**config.mk**
```make
export PLATFORM = sky130hd
export DESIGN_NAME = pipe_hazard_ctrl
export DESIGN_NICKNAME = d
export VERILOG_FILES = /design/src/rtl/pipe_hazard_ctrl.sv
export SDC_FILE = /design/constraint.sdc
export NUM_CORES = 1
export LEC_CHECK = 0
export ABC_AREA = 1
export ABC_CLOCK_PERIOD_IN_PS = 2240
export CORE_MARGIN = 3
export CORE_UTILIZATION = 28
export CTS_CLUSTER_DIAMETER = 40
export DETAILED_ROUTE_END_ITERATION = 6
export SLEW_MARGIN = 5
export SYNTH_ARGS = -nofsm -noshare
export SYNTH_HDL_FRONTEND = slang
export SYNTH_SLANG_ARGS = --single-unit
```
**constraint.sdc**
```tcl
create_clock -name clk_i -period 2.24 [get_ports clk_i]
set_clock_uncertainty 0.1 [all_clocks]
set_input_delay 0.336 -clock clk_i [delete_from_list [all_inputs] [get_ports clk_i]]
set_output_delay 0.336 -clock clk_i [all_outputs]
set_load 0.005 [all_outputs]
```
**src/rtl/pipe_hazard_ctrl.sv**
```systemverilog
// Hazard, stall and flush controller for a 5-stage pipeline with multi-cycle data memory.
// Define PIPE_FORWARDING_EN to enable operand forwarding (RAW stalls only on load-use).
module pipe_hazard_ctrl #(
    parameter int unsigned REG_AW  = 5,
    parameter int unsigned MEM_LAT = 1,
    parameter int unsigned CNT_W   = 16
) (
    input  logic              clk_i,
    input  logic              rst_i,
    input  logic              start_i,
    input  logic [REG_AW-1:0] ifid_rs_i,
    input  logic [REG_AW-1:0] ifid_rt_i,
    input  logic              ifid_uses_rt_i,
    input  logic [REG_AW-1:0] idex_rs_i,
    input  logic [REG_AW-1:0] idex_rt_i,
    input  logic              idex_regwrite_i,
    input  logic              idex_memread_i,
    input  logic [REG_AW-1:0] idex_rd_i,
    input  logic              exmem_regwrite_i,
    input  logic              exmem_memacc_i,
    input  logic [REG_AW-1:0] exmem_rd_i,
    input  logic              memwb_regwrite_i,
    input  logic [REG_AW-1:0] memwb_rd_i,
    input  logic              branch_taken_i,
    input  logic              jump_i,
    output logic              pc_write_o,
    output logic              ifid_write_o,
    output logic              ifid_flush_o,
    output logic              idex_bubble_o,
    output logic              exmem_hold_o,
    output logic              memwb_bubble_o,
    output logic [1:0]        fwd_a_o,
    output logic [1:0]        fwd_b_o,
    output logic [CNT_W-1:0]  stall_cnt_o
);

    typedef enum logic [0:0] {StRun, StMemWait} state_e;

    localparam bit         MULTI     = (MEM_LAT > 1);
    localparam logic [2:0] WCNT_INIT = MULTI ? 3'(MEM_LAT - 2) : 3'd0;

    state_e             state_q;
    logic [2:0]         wcnt_q;
    logic [CNT_W-1:0]   stall_cnt_q;

    logic               active;
    logic               mem_hold;
    logic               raw_hazard;
    logic [1:0]         fwd_a_sel;
    logic [1:0]         fwd_b_sel;

    function automatic logic writer_hit(input logic              we,
                                        input logic [REG_AW-1:0] rd,
                                        input logic [REG_AW-1:0] rs,
                                        input logic [REG_AW-1:0] rt,
                                        input logic              uses_rt);
        return we && (rd != '0) && ((rd == rs) || (uses_rt && (rd == rt)));
    endfunction

    assign active   = start_i & ~rst_i;
    assign mem_hold = active & ((MULTI & (state_q == StRun) & exmem_memacc_i) |
                                ((state_q == StMemWait) & (wcnt_q != 3'd0)));

`ifdef PIPE_FORWARDING_EN
    assign raw_hazard = idex_memread_i &
                        writer_hit(idex_regwrite_i, idex_rd_i, ifid_rs_i, ifid_rt_i,
                                   ifid_uses_rt_i);

    // EX/MEM holds the younger result, so it takes precedence over MEM/WB.
    always_comb begin
        fwd_a_sel = 2'b00;
        fwd_b_sel = 2'b00;
        if (writer_hit(exmem_regwrite_i, exmem_rd_i, idex_rs_i, idex_rs_i, 1'b0)) begin
            fwd_a_sel = 2'b10;
        end else if (writer_hit(memwb_regwrite_i, memwb_rd_i, idex_rs_i, idex_rs_i, 1'b0)) begin
            fwd_a_sel = 2'b01;
        end
        if (writer_hit(exmem_regwrite_i, exmem_rd_i, idex_rt_i, idex_rt_i, 1'b0)) begin
            fwd_b_sel = 2'b10;
        end else if (writer_hit(memwb_regwrite_i, memwb_rd_i, idex_rt_i, idex_rt_i, 1'b0)) begin
            fwd_b_sel = 2'b01;
        end
    end
`else
    // Register file is not write-through, so a WB writer still hazards.
    assign raw_hazard =
        writer_hit(idex_regwrite_i, idex_rd_i, ifid_rs_i, ifid_rt_i, ifid_uses_rt_i) |
        writer_hit(exmem_regwrite_i, exmem_rd_i, ifid_rs_i, ifid_rt_i, ifid_uses_rt_i) |
        writer_hit(memwb_regwrite_i, memwb_rd_i, ifid_rs_i, ifid_rt_i, ifid_uses_rt_i);
    assign fwd_a_sel = 2'b00;
    assign fwd_b_sel = 2'b00;

    logic unused_fwd_inputs;
    assign unused_fwd_inputs = ^{idex_memread_i, idex_rs_i, idex_rt_i};
`endif

    always_comb begin
        pc_write_o     = 1'b0;
        ifid_write_o   = 1'b0;
        ifid_flush_o   = 1'b0;
        idex_bubble_o  = 1'b0;
        exmem_hold_o   = 1'b0;
        memwb_bubble_o = 1'b0;
        fwd_a_o        = 2'b00;
        fwd_b_o        = 2'b00;
        if (active) begin
            if (mem_hold) begin
                exmem_hold_o   = 1'b1;
                memwb_bubble_o = 1'b1;
            end else if (raw_hazard) begin
                idex_bubble_o = 1'b1;
                fwd_a_o       = fwd_a_sel;
                fwd_b_o       = fwd_b_sel;
            end else begin
                pc_write_o   = 1'b1;
                ifid_write_o = 1'b1;
                ifid_flush_o = branch_taken_i | jump_i;
                fwd_a_o      = fwd_a_sel;
                fwd_b_o      = fwd_b_sel;
            end
        end
    end

    assign stall_cnt_o = stall_cnt_q;

    always_ff @(posedge clk_i or posedge rst_i) begin
        if (rst_i) begin
            state_q     <= StRun;
            wcnt_q      <= 3'd0;
            stall_cnt_q <= '0;
        end else if (start_i) begin
            case (state_q)
                StRun: begin
                    if (mem_hold) begin
                        state_q <= StMemWait;
                        wcnt_q  <= WCNT_INIT;
                    end
                end
                StMemWait: begin
                    // The release cycle returns to StRun without re-arming on the same access.
                    if (wcnt_q != 3'd0) begin
                        wcnt_q <= wcnt_q - 3'd1;
                    end else begin
                        state_q <= StRun;
                    end
                end
                default: state_q <= StRun;
            endcase
            if (!pc_write_o && (stall_cnt_q != '1)) begin
                stall_cnt_q <= stall_cnt_q + 1'b1;
            end
        end
    end

endmodule

```
# Yosys cells after proc, flatten, opt, wreduce, memory -nomap -nowiden
# Cells that the tools add are included.
[word_totals]
register_bits = 20
input_bits = 46
out_inout_bits = 26
wordCells = 58
[op_classes]
add_sub_neg = 2
eq_ne = 9
n_mux = 16
bitwise = 8
reduce_logical = 20
[op_table]
columns = ["op", "n"]
rows = [
  ["5-bit == test", 6],
  ["16-bit by 1-bit adder with 16-bit output (second input constant)", 1],
  ["16-bit != test (second input constant)", 1],
  ["5-bit nonzero test", 3],
  ["1-bit 2-to-1 mux", 12],
  ["1-bit logical AND", 10],
  ["3-bit 2-to-1 mux", 2],
  ["3-bit case mux with 2 select lines", 1],
  ["1-bit bitwise AND", 3],
  ["1-bit logical OR", 3],
  ["1-bit OR", 3],
  ["3-bit AND reduction", 1],
  ["3-bit nonzero test", 1],
  ["3-bit by 1-bit subtractor with 3-bit output (second input constant)", 1],
  ["2-bit by 1-bit != test with 1-bit output (second input constant)", 1],
  ["2-bit != test (second input constant)", 1],
  ["1-bit NOT", 2],
  ["1-bit case mux with 2 select lines", 1],
  ["2-bit AND reduction", 1],
  ["1-bit zero test", 1],
]

# Logic depth before layout (Yosys ltp)
# Gate-level depths: netlist of the first run.
[depth]
depth_word = 12
ltp_mapped = 12
depth_no_buf = 11

# Least setup slack after synthesis of the first run
# OpenSTA, ideal clock, no wires.
[synth_path]
path_kind = "reg2out"
startpoint = "reg wcnt_q[0]"
endpoint = "out pc_write_o"
arrival_time_ps = 1410
t_required_ps = 1804
setup_slack_ps = 394
path_stages_with_launch = 11
path_buffers = 2
cell_sequence = "dfrtp_1 -> inv_1 -> ha_1 -> nand2_1 -> nand2_1 -> nand2_1 -> inv_1 -> nand4_4 -> dlymetal6s2s_1 -> inv_1 -> buf_4"
[synth_via]
elab_chain_len = 5
[synth_lines]
columns = ["item", "line", "text"]
rows = [
  ["from (decl)", "43", "logic [2:0] wcnt_q;"],
  ["from (signal assigned)", "142", "wcnt_q <= wcnt_q - 3'd1;"],
  ["3-bit nonzero test", "62", "((state_q == StMemWait) & (wcnt_q != 3'd0)));"],
  ["1-bit bitwise AND", "62", ""],
  ["1-bit bitwise AND", "61", "assign mem_hold = active & ((MULTI & (state_q == StRun) & exmem_memacc_i) |"],
  ["1-bit 2-to-1 mux (2 in a row)", "--", ""],
  ["to (decl)", "26", "output logic pc_write_o,"],
]
# Every way passes these cells.

# Worst setup path in the final report of the first run
[layout_path]
startpoint = "reg wcnt_q[0]"
endpoint = "out exmem_hold_o"
[layout_via]
elab_chain_len = 5
[layout_lines]
columns = ["item", "line", "text"]
rows = [
  ["3-bit nonzero test", "62", ""],
  ["1-bit bitwise AND", "62", ""],
  ["1-bit bitwise AND", "61", ""],
  ["1-bit 2-to-1 mux", "107", "if (mem_hold) begin"],
  ["1-bit 2-to-1 mux", "106", "if (active) begin"],
  ["to (decl)", "30", "output logic exmem_hold_o,"],
]
# Every way passes these cells.

==> key figures, run 1 <==
Job
  • Max-cap viol count: 0

Finish
  • Core Util, Final: 0.409
  • Nets: 422
  • Layout area overhead: 39.7%
  • Post-route cell area: 2640 sq um
  • Proportion of layout cells with a drive suffix above 1: 0.140
  • Most frequent cells in the layout: nand2_1, inv_1, dlygate4sd2_1, nor2_1, clkdlybuf4s50_1
  • Antenna Cells: 0
  • Commonest non-fill, non-tap cell in the layout: nand2_1

Critical path
  • Worst reg-to-reg path cell count: 9
  • Critical path class: reg2out
  • RR Startpoint: stall_cnt_o[0]$_DFFE_PP0P_
  • CP endpoint kind: primary output
  • Arr. time, crit path: 1650 ps
  • Max Fanout on Critical Path: 3
  • CP max stage delay: 360 ps
  • Crit path launch type: flop
  • Start point of the critical path: wcnt_q[0]$_DFFE_PP0P_
  • Crit path max-delay cell type: dfrtp_1
  • Crit-path cells: inv_2, ha_1, nand2_1, nand2_2, buf_4, nor2_4, inv_1, nor2_2, dlygate4sd2_1
  • Critical Path RT: 1800 ps

Synth
  • Post-synth EDFFs: 0
  • Avg Inst Size Synth: 6.26 sq um
  • Mapped cell area: 1890 sq um
  • Mapped Cells: 302
  • Ys flop type: dfrtp_1
  • Async S/R FF share, synth: 1.00
  • Flops & latches, synth: 20
  • Unique masters post-synth: 25
  • Register area share after synthesis: 0.265
  • Syn. warnings: 0

Pwr
  • Worst IR Drop VDD: 243 uV
  • Psw: 356 uW
  • P_leak: 1.44 nW
  • Sw Ratio: 0.324
  • Power density cells: 415 nW/um^2
  • Combinational share of power: 0.346
  • Clock power share: 0.257
  • Sequential power share: 0.397
  • P_int: 742 uW

Routing
  • Post-route ant nets: 0
  • Via count: 2035
  • WL per Instance: 11.5 um
  • Residual DRC: 0
  • Post-DR vias/cell: 4.53
  • Initial DRC count: 81
  • TritonRoute pass-1 iters: 4
  • Final wirelength: 5170 um

Global route
  • GRT overflow: 0
  • Total GRT Usage: 0.139
  • First-pass GRT wire length: 8730 um
  • Number of global-route vias before repair: 1901
  • Largest net degree at the start of global routing: 21
  • Antenna violations before repair: 0

Clocking
  • Clk root buf: clkbuf_8
  • Deepest clock path buffer count: 2
  • CTS tree: yes
  • Clk slew on worst S/H paths: 80 ps
  • Clk_lat worst skew: 260 ps
  • Num CTS Buffers: 3
  • Hold buffer count at CTS: 0
  • H-tree depth: 1
  • Clk sinks: 20

Status
  • Status: finished, final reports clean

STA
  • Hold Fails Final Rpt: 0
  • Final Critical Period: 2090 ps
  • Crit share post-route: 0.932
  • Setup violations, final: 0
  • RSZ-0062 raised after global routing: false
  • Slew Viols, Final: 0
  • Fmax: 479 MHz

Floorplanning
  • Num ports: 72
  • Die width: 88.2 um
  • Die ar.: 7780 sq um
  • Core ar.: 6460 sq um
  • Initial core utilization: 0.293
  • Number of cell rows: 29
  • Die height: 88.2 um

Min path
  • Hold Crit Depth: 2
  • Hold crit path type: reg2reg
  • Hold Crit Start: stall_cnt_o[4]$_DFFE_PP0P_

Place
  • Routability cong.: 0.821
  • I/O Buffers: 55
  • DP Wirelength: 4150 um
  • Placed cell areas: 2540 sq um
[stage by stage]
step	std cells	hold WS [ps]	total power, mW	setup WS (ps)	TNS (ps)
after CTS	445	396	1.10	9.94	0
after floorplan	305	200	0.633	394	0
final	449	406	1.10	153	0
after global routing	449	437	1.18	3.28	0
after detailed placement	438	377	0.828	-361	-3850
after global placement	438	358	0.821	-328	-3050
[synth_stat cells, types with 2 or more instances]
| master | count | area (sq um) |
|---|---|---|
| buf_4 | 6 | 45.0 |
| buf_6 | 3 | 33.8 |
| dfrtp_1 | 20 | 500 |
| ha_1 | 3 | 37.5 |
| inv_1 | 45 | 169 |
| inv_2 | 4 | 15.0 |
| nand2_1 | 113 | 424 |
| nand3_1 | 17 | 85.1 |
| nand3_2 | 5 | 50.1 |
| nand4_1 | 17 | 106 |
| nor2_1 | 28 | 105 |
| nor3_1 | 5 | 25.0 |
| nor3_4 | 2 | 32.5 |
| o21ai_0 | 7 | 35.0 |
| o21ai_1 | 2 | 10.0 |
| xnor2_1 | 4 | 35.0 |
| xor2_1 | 13 | 114 |
[state kept, by name, summed over array words and instances, names as in the netlist]
signal / flops
stall_cnt_o: 16
wcnt_q: 3
state_q: 1
[power groups by stage]
stage	registers, mW	logic (mW)	clock network (mW)
3_3_place_gp	0.444	0.378	0
5_1_grt	0.441	0.429	0.308
2_1_floorplan	0.440	0.192	0
3_5_place_dp	0.443	0.385	0
4_1_cts	0.435	0.374	0.291
6_report	0.436	0.380	0.282
[routing by layer]
metal / global-route usage / vias up / routed length (um) / share of wire
met1: 0.200 / 921 / 2540 / 0.49
met4: 0.0330 / 0 / 30 / 0.0058
met2: 0.221 / 38 / 2440 / 0.47
met3: 0.0160 / 3 / 154 / 0.030
li1: - / 1073 / - / -
met5: 0 / - / 0 / 0
[logic make-up after synthesis]
group	count (synthesis)	share of synthesized area
buffers and inverters	61	0.153
and+or+nand+nor	190	0.456
other	1	0.00198
AOI/OAI and AO/OA	10	0.0265
DFF	20	0.265
adders and majority gates	3	0.0198
xor gates and xnor gates	17	0.0787
[final timing paths]
kind	slack, ps	end
worst min-delay path	410	stall_cnt_o[4]$_DFFE_PP0P_
worst max-delay path	150	exmem_hold_o
max in group asynchronous	1320	stall_cnt_o[9]$_DFFE_PP0P_
worst min register to register	410	stall_cnt_o[4]$_DFFE_PP0P_
min in group asynchronous	500	wcnt_q[1]$_DFFE_PP0P_
worst max register to register	190	stall_cnt_o[3]$_DFFE_PP0P_
[worst max-delay path, delay by kind of cell (launching register included)]
kind | cells | cell delay, ps
buffers and inverters | 4 | 490
DFF | 1 | 360
adders and majority gates | 1 | 180
and+or+nand+nor | 4 | 350
[layout make-up]
class,count,area [sq um]
fill,697,3810
clock buffer,4,55.1
tap,77,96.3
multi-input combinational,224,1150
sequential,20,500
timing repair buffer,75,657
inverter,49,184
[repair_timing]
item	CTS	global route
buffers inserted	3	4
resized for setup	43	14
pin swaps	5	2
endpoints found under the setup margin	6	12
Power figures use the tool's default switching activity.
==> run 2: changes to the inputs <==
--- a/config.mk
+++ b/config.mk
@@ -7,7 +7,7 @@
 export LEC_CHECK = 0
 export ABC_AREA = 1
 export ABC_CLOCK_PERIOD_IN_PS = 2240
-export CORE_MARGIN = 3
+export CORE_MARGIN = 5
 export CORE_UTILIZATION = 28
 export CTS_CLUSTER_DIAMETER = 40
 export DETAILED_ROUTE_END_ITERATION = 6
==> run 2 against run 1 <==
Against the previous run:
- first-iteration DRC count down 6.2%
- sequential cell count unchanged
- final cell count is 0.89% lower
- sequential power about the same
- worst setup slack worse by 66 ps
- routed wire length fell by 3.0%
- maximum frequency is 3.1% lower
- critical path depth is the same
- clock-buffer cell count stayed put
- clock power shrank 2%
- design area fell by 2.3%
- register-to-register slack got worse by 20 ps
==> key figures, run 2 (synthesis results as in run 1) <==
Routing
  • Via count: 1977
  • Post-route ant nets: 0
  • WL per Instance: 11.3 um
  • Final wirelength: 5010 um
  • Residual DRC: 0
  • Post-DR vias/cell: 4.44
  • TritonRoute pass-1 iters: 4
  • Initial DRC count: 76

Place
  • DP Wirelength: 4040 um
  • Pre-CTS WS: -358 ps
  • Routability cong.: 0.832
  • Placed cell areas: 2550 sq um
  • I/O Buffers: 55

Finish
  • Nets: 415
  • Proportion of layout cells with a drive suffix above 1: 0.115
  • Antenna Cells: 0
  • Commonest non-fill, non-tap cell in the layout: nand2_1
  • Layout area overhead: 36.6%
  • Post-route cell area: 2580 sq um
  • Max reg flops: 16
  • Most frequent cells in the layout: nand2_1, inv_1, dlygate4sd2_1, nor2_1, clkdlybuf4s50_1

Floorplanning
  • Core ar.: 6680 sq um
  • Initial core utilization: 0.283
  • Die ar.: 8500 sq um
  • Number of cell rows: 30
  • Num ports: 72
  • Die width: 92.2 um
  • Die height: 92.2 um

Pwr
  • Power density cells: 421 nW/um^2
  • Worst IR Drop VDD: 235 uV
  • Total chip power: 1.09 mW
  • P_leak: 1.42 nW

Global route
  • First-pass GRT wire length: 8560 um
  • GRT overflow: 0
  • Antenna violations before repair: 0
  • Total GRT Usage: 0.120
  • Number of global-route vias before repair: 1908
  • Largest net degree at the start of global routing: 23

Clocking
  • Hold buffer count at CTS: 0
  • Num CTS Buffers: 3
  • H-tree depth: 1
  • Deepest clock path buffer count: 2
  • Clk root buf: clkbuf_8
  • Clk slew on worst S/H paths: 70 ps
  • CTS tree: yes
  • Clk sinks: 20
  • Clk_lat worst skew: 260 ps

Critical path
  • Max Fanout on Critical Path: 3
  • Arr. time, crit path: 1720 ps
  • Worst reg-to-reg path cell count: 9
  • R2r endpoint: stall_cnt_o[7]$_DFFE_PP0P_
  • Crit path launch type: input port
  • CP endpoint kind: primary output
  • Critical Path RT: 1800 ps
  • Internal reg-to-reg setup slack: 170 ps
  • RR Startpoint: stall_cnt_o[1]$_DFFE_PP0P_
  • Critical path class: in2out

STA
  • Worst setup margin: 87.6 ps
  • Fmax: 465 MHz
  • RSZ-0062 raised after global routing: false
  • Crit share post-route: 0.961
  • Final Critical Period: 2150 ps
  • Setup violations, final: 0
  • Slew Viols, Final: 0
  • Post-route setup TNS: 0 ps
  • Hold Fails Final Rpt: 0

Min path
  • Hold crit path type: reg2reg
  • Hold EP: wcnt_q[0]$_DFFE_PP0P_
  • Hold Crit Start: wcnt_q[0]$_DFFE_PP0P_
  • Hold Crit Depth: 1

Job
  • Max-cap viol count: 0

Status
  • Status: finished, final reports clean
-- run 2: cell types whose count changed in the layout (fill, tap and decap cells not counted), sizes merged --
cell	before	now
clkdlybuf4s15	3	0
clkbuf	6	4
dlymetal6s2s	0	1
buf	20	13
clkdlybuf4s50	23	24
dlygate4sd2	27	30
-- run 2: worst max path at each step --
| stage | startpoint | depth (start not counted) | to |
|---|---|---|---|
| floorplan | wcnt_q[0]$_DFFE_PP0P_ | 10 | pc_write_o |
| global placement | ifid_rt_i[4] | 11 | ifid_flush_o |
| detailed placement | ifid_rt_i[4] | 11 | ifid_flush_o |
| CTS | idex_rd_i[2] | 10 | ifid_flush_o |
| global route | ifid_uses_rt_i | 11 | stall_cnt_o[6]$_DFFE_PP0P_ |
| finish | ifid_uses_rt_i | 9 | ifid_write_o |
-- run 2: routing by layer --
layer | vias to the layer above | routed length [um] | track usage
li1 | 1055 | - | -
met4 | 0 | 83 | 0.0334
met2 | 42 | 2360 | 0.198
met1 | 872 | 2400 | 0.165
met3 | 8 | 159 | 0.0131
met5 | - | 0 | 0
-- run 2: cell type report --
class / instances / area (sq um)
clock buffers: 4 / 55.1
fillers: 711 / 4100
inverters: 49 / 184
multi-input cells: 224 / 1130
flip-flops and latches: 20 / 500
well taps: 80 / 100
repair buffers: 68 / 613
-- run 2: metrics by stage --
step / hold slack [ps] / instances / utilization
2_1_floorplan: 200 / 305 / -
3_3_place_gp: 360 / 441 / 0.381
3_5_place_dp: 363 / 441 / 0.381
4_1_cts: 376 / 446 / 0.386
5_1_grt: 385 / 445 / 0.387
6_report: 371 / 445 / 0.387
-- run 2: what timing repair did --
action                     4_1_cts  5_1_grt
buffers inserted                 1        0
setup endpoints to repair       15       17
pin swaps                        0        2
gates resized for setup         41        6
-- run 2: power breakdown --
| part | internal (mW) | switching (mW) |
|---|---|---|
| Clock | 0.156 | 0.121 |
| Combinational | 0.187 | 0.190 |
| Sequential | 0.395 | 0.0401 |
-- run 2: critical path, cell delays in order --
cell and delay, ps:
clkdlybuf4s50_1 500, o21ai_0 90, nor2_1 100, nand3_1 100
nand2_1 80, nand2_2 70, nand4_4 130, inv_2 40
dlygate4sd2_1 250
